$ cat config.mk
export PLATFORM = sky130hd
export DESIGN_NAME = xgmii_rx_deframer
export DESIGN_NICKNAME = d
export VERILOG_FILES = /design/src/rtl/xgmii_rx_deframer.sv
export SDC_FILE = /design/constraint.sdc
export NUM_CORES = 1
export LEC_CHECK = 0
export ABC_AREA = 1
export BUFFER_PORTS_ARGS = -buffer_cell sky130_fd_sc_hd__buf_4
export CELL_PAD_IN_SITES_DETAIL_PLACEMENT = 0
export CELL_PAD_IN_SITES_GLOBAL_PLACEMENT = 1
export CORE_ASPECT_RATIO = 0.75
export CORE_UTILIZATION = 42
export CTS_CLUSTER_DIAMETER = 150
export DETAILED_ROUTE_END_ITERATION = 10
export GPL_TIMING_DRIVEN = 1
export PLACE_DENSITY = 0.85
export SLEW_MARGIN = 15
export SYNTH_ARGS = -nofsm -noshare
export SYNTH_HDL_FRONTEND = slang
export SYNTH_SLANG_ARGS = --single-unit
$ cat constraint.sdc
create_clock -name xgmii_clk -period 14.1 [get_ports xgmii_clk]
set_input_delay 1.41 -clock xgmii_clk [delete_from_list [all_inputs] [get_ports xgmii_clk]]
set_output_delay 1.41 -clock xgmii_clk [all_outputs]
set_load 0.05 [all_outputs]
$ cat src/rtl/xgmii_rx_deframer.sv
// XGMII receive deframer: strips /S/, preamble and SFD from lane-0-aligned words and streams
// payload (FCS included) through a one-word hold register with framing, length and error flags.
module xgmii_rx_deframer #(
    parameter int MAX_LEN = 1518,
    parameter int MIN_LEN = 64
) (
    input  logic        xgmii_clk,
    input  logic        sys_rst,
    input  logic [63:0] rxd,
    input  logic [7:0]  rxc,
    output logic        out_valid,
    output logic [63:0] out_data,
    output logic [7:0]  out_be,
    output logic        out_sof,
    output logic        out_eof,
    output logic        out_err,
    output logic [15:0] out_len,
    output logic [31:0] stat_good,
    output logic [31:0] stat_bad
);
    // state | meaning
    // IDLE  | waiting for a /S/ word carrying a valid SFD
    // DATA  | payload streaming through the hold register
    // FLUSH | final partial word sits in the hold register; emit it with eof
    // DROP  | discarding until a terminate or an all-control word
    typedef enum logic [1:0] {IDLE, DATA, FLUSH, DROP} state_t;

    localparam logic [16:0] MAX_L    = 17'(MAX_LEN);
    localparam logic [15:0] MAX_L16  = 16'(MAX_LEN);
    localparam logic [15:0] MIN_L    = 16'(MIN_LEN);
    localparam logic [7:0]  CH_START = 8'hFB;
    localparam logic [7:0]  CH_TERM  = 8'hFD;
    localparam logic [7:0]  CH_SFD   = 8'hD5;

    function automatic logic [7:0] low_mask(input logic [3:0] n);
        return 8'((9'd1 << n) - 9'd1);
    endfunction

    function automatic logic [63:0] lane_expand(input logic [7:0] m);
        logic [63:0] r;
        for (int i = 0; i < 8; i++) r[8*i +: 8] = {8{m[i]}};
        return r;
    endfunction

    state_t      state, state_nxt;
    logic [63:0] h_data, h_data_nxt;
    logic [7:0]  h_be, h_be_nxt;
    logic        h_valid, h_valid_nxt, h_sof, h_sof_nxt;
    logic        sof_pending, sof_pending_nxt;
    logic        flush_err, flush_err_nxt, flush_drop, flush_drop_nxt;
    logic [15:0] len, len_nxt;

    logic        o_valid_n, o_sof_n, o_eof_n, o_err_n;
    logic [63:0] o_data_n;
    logic [7:0]  o_be_n;
    logic [15:0] o_len_n;
    logic        good_add;
    logic [1:0]  bad_add;

    logic        is_start, sfd_ok, term_any, t_is_term, no_ctl, all_ctl, load_word, over;
    logic [2:0]  t_lane;
    logic [3:0]  bytes_in, keep_room, keep_bytes;
    logic [16:0] len_sum;

    always_comb begin
        t_lane   = 3'd0;
        term_any = 1'b0;
        for (int i = 7; i >= 0; i--) begin
            if (rxc[i]) t_lane = 3'(i);
        end
        for (int i = 0; i < 8; i++) begin
            if (rxc[i] && rxd[8*i +: 8] == CH_TERM) term_any = 1'b1;
        end
    end

    assign no_ctl     = (rxc == 8'h00);
    assign all_ctl    = (rxc == 8'hFF);
    assign is_start   = rxc[0] && (rxc[7:1] == 7'd0) && (rxd[7:0] == CH_START);
    assign sfd_ok     = (rxd[63:56] == CH_SFD);
    assign t_is_term  = (rxd[{t_lane, 3'b000} +: 8] == CH_TERM);
    assign load_word  = no_ctl || (t_lane != 3'd0 && t_is_term);
    assign bytes_in   = no_ctl ? 4'd8 : {1'b0, t_lane};
    assign len_sum    = {1'b0, len} + {13'd0, bytes_in};
    assign over       = (len_sum > MAX_L);
    assign keep_room  = 4'(MAX_L16 - len);
    assign keep_bytes = over ? keep_room : bytes_in;

    always_ff @(posedge xgmii_clk) begin
        if (sys_rst) begin
            state       <= IDLE;
            h_data      <= '0;
            h_be        <= '0;
            h_valid     <= 1'b0;
            h_sof       <= 1'b0;
            sof_pending <= 1'b0;
            flush_err   <= 1'b0;
            flush_drop  <= 1'b0;
            len         <= '0;
            out_valid   <= 1'b0;
            out_data    <= '0;
            out_be      <= '0;
            out_sof     <= 1'b0;
            out_eof     <= 1'b0;
            out_err     <= 1'b0;
            out_len     <= '0;
            stat_good   <= '0;
            stat_bad    <= '0;
        end else begin
            state       <= state_nxt;
            h_data      <= h_data_nxt;
            h_be        <= h_be_nxt;
            h_valid     <= h_valid_nxt;
            h_sof       <= h_sof_nxt;
            sof_pending <= sof_pending_nxt;
            flush_err   <= flush_err_nxt;
            flush_drop  <= flush_drop_nxt;
            len         <= len_nxt;
            out_valid   <= o_valid_n;
            out_data    <= o_data_n;
            out_be      <= o_be_n;
            out_sof     <= o_sof_n;
            out_eof     <= o_eof_n;
            out_err     <= o_err_n;
            out_len     <= o_len_n;
            stat_good   <= stat_good + {31'd0, good_add};
            stat_bad    <= stat_bad + {30'd0, bad_add};
        end
    end

    always_comb begin
        state_nxt = state;
        case (state)
            IDLE: if (is_start) state_nxt = sfd_ok ? DATA : DROP;
            DATA: begin
                if (load_word) begin
                    if (over && keep_bytes == 4'd0) state_nxt = term_any ? IDLE : DROP;
                    else if (no_ctl && !over)       state_nxt = DATA;
                    else                            state_nxt = FLUSH;
                end else begin
                    state_nxt = term_any ? IDLE : DROP;
                end
            end
            FLUSH: begin
                if (flush_drop)    state_nxt = (term_any || all_ctl) ? IDLE : DROP;
                else if (is_start) state_nxt = sfd_ok ? DATA : DROP;
                else               state_nxt = IDLE;
            end
            DROP: if (term_any || all_ctl) state_nxt = IDLE;
            default: state_nxt = IDLE;
        endcase
    end

    always_comb begin
        logic emit_h, emit_eof, eof_err, eof_bad, sfd_bad, take_start;
        emit_h          = 1'b0;
        emit_eof        = 1'b0;
        eof_err         = 1'b0;
        take_start      = 1'b0;
        h_data_nxt      = h_data;
        h_be_nxt        = h_be;
        h_valid_nxt     = h_valid;
        h_sof_nxt       = h_sof;
        sof_pending_nxt = sof_pending;
        flush_err_nxt   = flush_err;
        flush_drop_nxt  = flush_drop;
        len_nxt         = len;
        case (state)
            IDLE: take_start = 1'b1;
            DATA: begin
                emit_h = 1'b1;
                if (load_word && !(over && keep_bytes == 4'd0)) begin
                    h_data_nxt      = rxd & lane_expand(low_mask(keep_bytes));
                    h_be_nxt        = low_mask(keep_bytes);
                    h_valid_nxt     = 1'b1;
                    h_sof_nxt       = sof_pending;
                    sof_pending_nxt = 1'b0;
                    len_nxt         = over ? MAX_L16 : len_sum[15:0];
                    flush_err_nxt   = over;
                    flush_drop_nxt  = over && no_ctl;
                end else begin
                    // terminate in lane 0, a stray control character, or overflow with no room left
                    emit_eof    = 1'b1;
                    eof_err     = load_word || !(t_lane == 3'd0 && t_is_term);
                    h_valid_nxt = 1'b0;
                end
            end
            FLUSH: begin
                emit_h      = 1'b1;
                emit_eof    = 1'b1;
                eof_err     = flush_err;
                h_valid_nxt = 1'b0;
                take_start  = !flush_drop;
            end
            default: ;
        endcase

        sfd_bad = take_start && is_start && !sfd_ok;
        if (take_start && is_start && sfd_ok) begin
            len_nxt         = '0;
            sof_pending_nxt = 1'b1;
            h_valid_nxt     = 1'b0;
            flush_err_nxt   = 1'b0;
            flush_drop_nxt  = 1'b0;
        end

        eof_bad   = eof_err || (len < MIN_L);
        o_valid_n = 1'b0;
        o_data_n  = '0;
        o_be_n    = '0;
        o_sof_n   = 1'b0;
        o_eof_n   = 1'b0;
        o_err_n   = 1'b0;
        o_len_n   = '0;
        if (emit_h && h_valid) begin
            o_valid_n = 1'b1;
            o_data_n  = h_data;
            o_be_n    = h_be;
            o_sof_n   = h_sof;
            o_eof_n   = emit_eof;
            o_err_n   = emit_eof && eof_bad;
            o_len_n   = emit_eof ? len : 16'd0;
        end
        // a frame ending before any payload was held still counts as bad
        good_add = emit_eof && h_valid && !eof_bad;
        bad_add  = 2'(emit_eof && !(h_valid && !eof_bad)) + 2'(sfd_bad);
    end
endmodule

==> reports/qor.json <==
{
  "clock_tree.htree_level_count": {"value": 1},
  "post_synth_inst_count": {"value": 1388},
  "synth.yosys.warnings": {"value": 0},
  "worst_hold_path.num_cells": {"value": 2},
  "p_switching": {"value": 0.380, "unit": "mW"},
  "power.share.switching": {"value": 0.250},
  "drv.max_cap_violation_count": {"value": 0},
  "synth_cell_type_count": {"value": 43},
  "place_inst": {"value": 1910},
  "tritoncts.num_buffers": {"value": 26},
  "nets": {"value": 1696},
  "post-synth-top-area-cell": {"value": "dfxtp_1"},
  "postSynthRegisterBits": {"value": 251},
  "max_slew_margin": {"value": 0.361},
  "placement_rows": {"value": 49},
  "outcome": {"value": "completed"},
  "hp-start": {"value": "h_data[23]"},
  "r2r_setup_slack": {"value": 7.88, "unit": "ns"},
  "power.share.sequential": {"value": 0.479},
  "setup_tns": {"value": 0, "unit": "ns"},
  "worstHoldPathType": {"value": "reg -> reg"},
  "die_x": {"value": 185, "unit": "um"},
  "timing.hold.worst_endpoint": {"value": "out_data[23]"},
  "globalRouteTotalUtil": {"value": 0.218},
  "multi_input_area": {"value": 4490, "unit": "um^2"},
  "cp_data_arrival_time": {"value": 8.11, "unit": "ns"},
  "synth_top_cell_area_share": {"value": 0.476},
  "post-place-ws": {"value": 5.98, "unit": "ns"},
  "slew_viol_final": {"value": 0},
  "drt-vias-per-instance": {"value": 4.84},
  "dpl.hpwl": {"value": 20600, "unit": "um"},
  "post_cts_resize_count": {"value": 0},
  "area.growth.synth_to_final": {"value": 25.6, "unit": "%"},
  "cts-hold-fix-buffers": {"value": 0},
  "postSynth.asyncResetShare": {"value": 0},
  "cts_max_path_buffers": {"value": 3},
  "via_count_of_the_first_global_routing_pass": {"value": 8639},
  "routed_wirelength": {"value": 28600, "unit": "um"},
  "wire_per_inst": {"value": 14.6, "unit": "um"},
  "layout.cell_area.non_filler": {"value": 13300, "unit": "um^2"},
  "grt_first_pass_wirelength": {"value": 45300, "unit": "um"},
  "grt_overflow": {"value": 0},
  "placed_area": {"value": 12500, "unit": "um^2"},
  "postLayoutSetupSlackWorst": {"value": 6.40, "unit": "ns"},
  "synth_fp_nets": {"value": 1477},
  "cp-end-kind": {"value": "flop"},
  "rr_worst_depth": {"value": 42},
  "worst_r2r_endpoint": {"value": "stat_good[30]"},
  "power_leakage": {"value": 5.25, "unit": "nW"},
  "power.total": {"value": 1.52, "unit": "mW"},
  "cp_common_cell": {"value": "nand2_1"},
  "mean_area_per_synthesized_cell": {"value": 7.61, "unit": "um^2"},
  "report.final.setup_viol": {"value": 0},
  "post-cts-setup-buffers": {"value": 0},
  "cts.sinks": {"value": 251},
  "path_class": {"value": "in -> reg"},
  "synth.top_cells.by_area": {"value": "dfxtp_1, nand2_1, inv_1"},
  "io_buffers": {"value": 229},
  "post-route-min-period": {"value": 7.70, "unit": "ns"},
  "critical_path.slowest_cell": {"value": "fa_1"},
  "clk_pin_slew": {"value": 0.06, "unit": "ns"},
  "synth.cell_area": {"value": 10600, "unit": "um^2"},
  "num-fill-cells": {"value": 2358},
  "drive_above_1_share": {"value": 0.228},
  "cp_top_family": {"value": "simple AND/OR/NAND/NOR gates"},
  "clock-root-buffer": {"value": "clkbuf_16"},
  "crit-reg2reg-launch": {"value": "len[0]"},
  "cts_tree": {"value": "yes"},
  "power.density": {"value": 114, "unit": "nW/um^2"},
  "remaining_routing_drc_violations": {"value": 0},
  "register_cell_area_after_layout": {"value": 5020, "unit": "um^2"},
  "setup_repair_after_global_routing_missed_its_margin": {"value": "false"},
  "combPwrFrac": {"value": 0.087},
  "peakVddDrop": {"value": 88.0, "unit": "uV"},
  "chipHeight": {"value": 139, "unit": "um"},
  "synth_flop_cell": {"value": "dfxtp_1"},
  "route.vias.total": {"value": 9458},
  "clkLatencyLatePin": {"value": 0.54, "unit": "ns"},
  "synth_edf_count": {"value": 0},
  "violation_count_after_the_first_detailed_route_iteration": {"value": 601},
  "synth-seq-area-share": {"value": 0.476},
  "hold_vio_cnt_final": {"value": 0},
  "final_cell_count_no_fill": {"value": 1955},
  "worstPathBufferInverterCount": {"value": 5},
  "worst_pin_slew": {"value": 0.959, "unit": "ns"},
  "finished_core_util": {"value": 0.545},
  "final.period_utilization": {"value": 0.546},
  "cpPeakStageDelay": {"value": 0.39, "unit": "ns"},
  "fin_skew": {"value": 0.0305, "unit": "ns"},
  "io_pins": {"value": 230},
  "crit_fanout": {"value": 15},
  "floorplan.initialDensity": {"value": 0.434},
  "hold_ws": {"value": 0.424, "unit": "ns"},
  "internal-power": {"value": 1.14, "unit": "mW"},
  "postRouteAntennaNets": {"value": 0},
  "antenna_cells": {"value": 0},
  "fmax": {"value": 0.130, "unit": "GHz"},
  "grt_antenna_before_repair": {"value": 0},
  "pwr-share-clk": {"value": 0.433},
  "routability_driven_placement_congestion_ratio": {"value": 0.901},
  "core_area": {"value": 24300, "unit": "um^2"},
  "critical_path_required": {"value": 14.51, "unit": "ns"},
  "worst_setup_path_start_kind": {"value": "input port"},
  "die-area": {"value": 25800, "unit": "um^2"},
  "first_pass_iters": {"value": 8},
  "largest_net_degree_at_the_start_of_global_routing": {"value": 75}
}
==> cell usage in the layout, fill, tap and decap left out, types with 13 or more instances in the layout <==
cell         n
nand2_1    261
dfxtp_1    251
buf_4      232
inv_1      204
nor2_1     180
a21oi_1    100
nand3_1     76
nand2_2     38
nand4_1     37
nor3_1      34
a21oi_2     32
o21ai_0     29
clkbuf_16   26
nor2_2      13
nor4_1      13
ha_1        13
==> worst max-delay path by stage <==
| stage | to | slack [ns] | cells past startpoint | from |
|---|---|---|---|---|
| 5_1_grt | stat_good[30] | 5.60 | 48 | rxc[6] |
| 2_1_floorplan | stat_bad[28] | 7.14 | 49 | rxc[6] |
| 3_3_place_gp | stat_good[30] | 6.23 | 48 | rxc[6] |
| 4_1_cts | stat_good[30] | 6.49 | 48 | rxc[6] |
| 6_report | stat_good[30] | 6.40 | 48 | rxc[6] |
| 3_5_place_dp | stat_good[30] | 5.98 | 48 | rxc[6] |
==> synthesized netlist by cell type, types with 4 or more instances <==
cell      instances
nand2_1         261
dfxtp_1         251
inv_1           204
nor2_1          180
a21oi_1         100
nand3_1          77
nand2_2          38
nand4_1          37
nor3_1           34
a21oi_2          32
o21ai_0          29
clkbuf_1         25
ha_1             13
nor2_2           13
nor4_1           13
a211oi_1          9
buf_6             9
o21a_1            6
nor3b_1           5
xnor2_1           5
xor2_1            4
==> cell families (layout without fill, tap and decap cells) <==
group                      after synthesis  after routing  share of synthesized area
and+or+nand+nor                        675            675                      0.291
AOI/OAI and AO/OA                      188            188                      0.106
xor gates and xnor gates                 9              9                    0.00746
DFF                                    251            251                      0.476
adders and majority gates               15             15                     0.0192
buffers and inverters                  250            486                      0.100
==> final cells by class <==
class / count / area share
clock buffer: 39 / 0.0580
clock inverter: 6 / 0.00339
inverter: 209 / 0.0591
multi-input combinational: 887 / 0.338
sequential: 251 / 0.379
tap: 331 / 0.0312
timing repair buffer: 232 / 0.131
==> registers in the layout (all words and copies together), names as in the netlist <==
signal / count
flush_err: 1
h_be: 8
len: 16
h_sof: 1
stat_bad: 32
out_data: 64
out_valid: 1
out_be: 8
out_eof: 1
out_sof: 1
out_err: 1
h_valid: 1
stat_good: 32
sof_pending: 1
flush_drop: 1
state: 2
h_data: 64
out_len: 16
==> metal layers <==
metal | vias to the layer above | wire length, um | GRT usage
li1 | 4858 | - | -
met1 | 4261 | 14100 | 0.320
met2 | 297 | 11500 | 0.318
met3 | 42 | 2390 | 0.0529
met4 | 0 | 565 | 0.0513
met5 | - | 0 | 0
==> worst reg2reg max path, delay by kind of cell, from the launching register on <==
family                     cells  cell delay [ns]
and+or+nand+nor               32             4.09
adders and majority gates      4             0.97
DFF                            1             0.42
AOI/OAI and AO/OA              3             0.31
buffers and inverters          3             0.29
==> power groups by stage <==
stage | logic (mW) | registers [mW] | clock network (mW)
floorplan | 0.0848 | 0.748 | 0
global placement | 0.131 | 0.744 | 0
detailed placement | 0.132 | 0.744 | 0
CTS | 0.133 | 0.728 | 0.674
global route | 0.149 | 0.730 | 0.702
finish | 0.133 | 0.728 | 0.658
No activity file was read; power rests on OpenSTA's default activity.
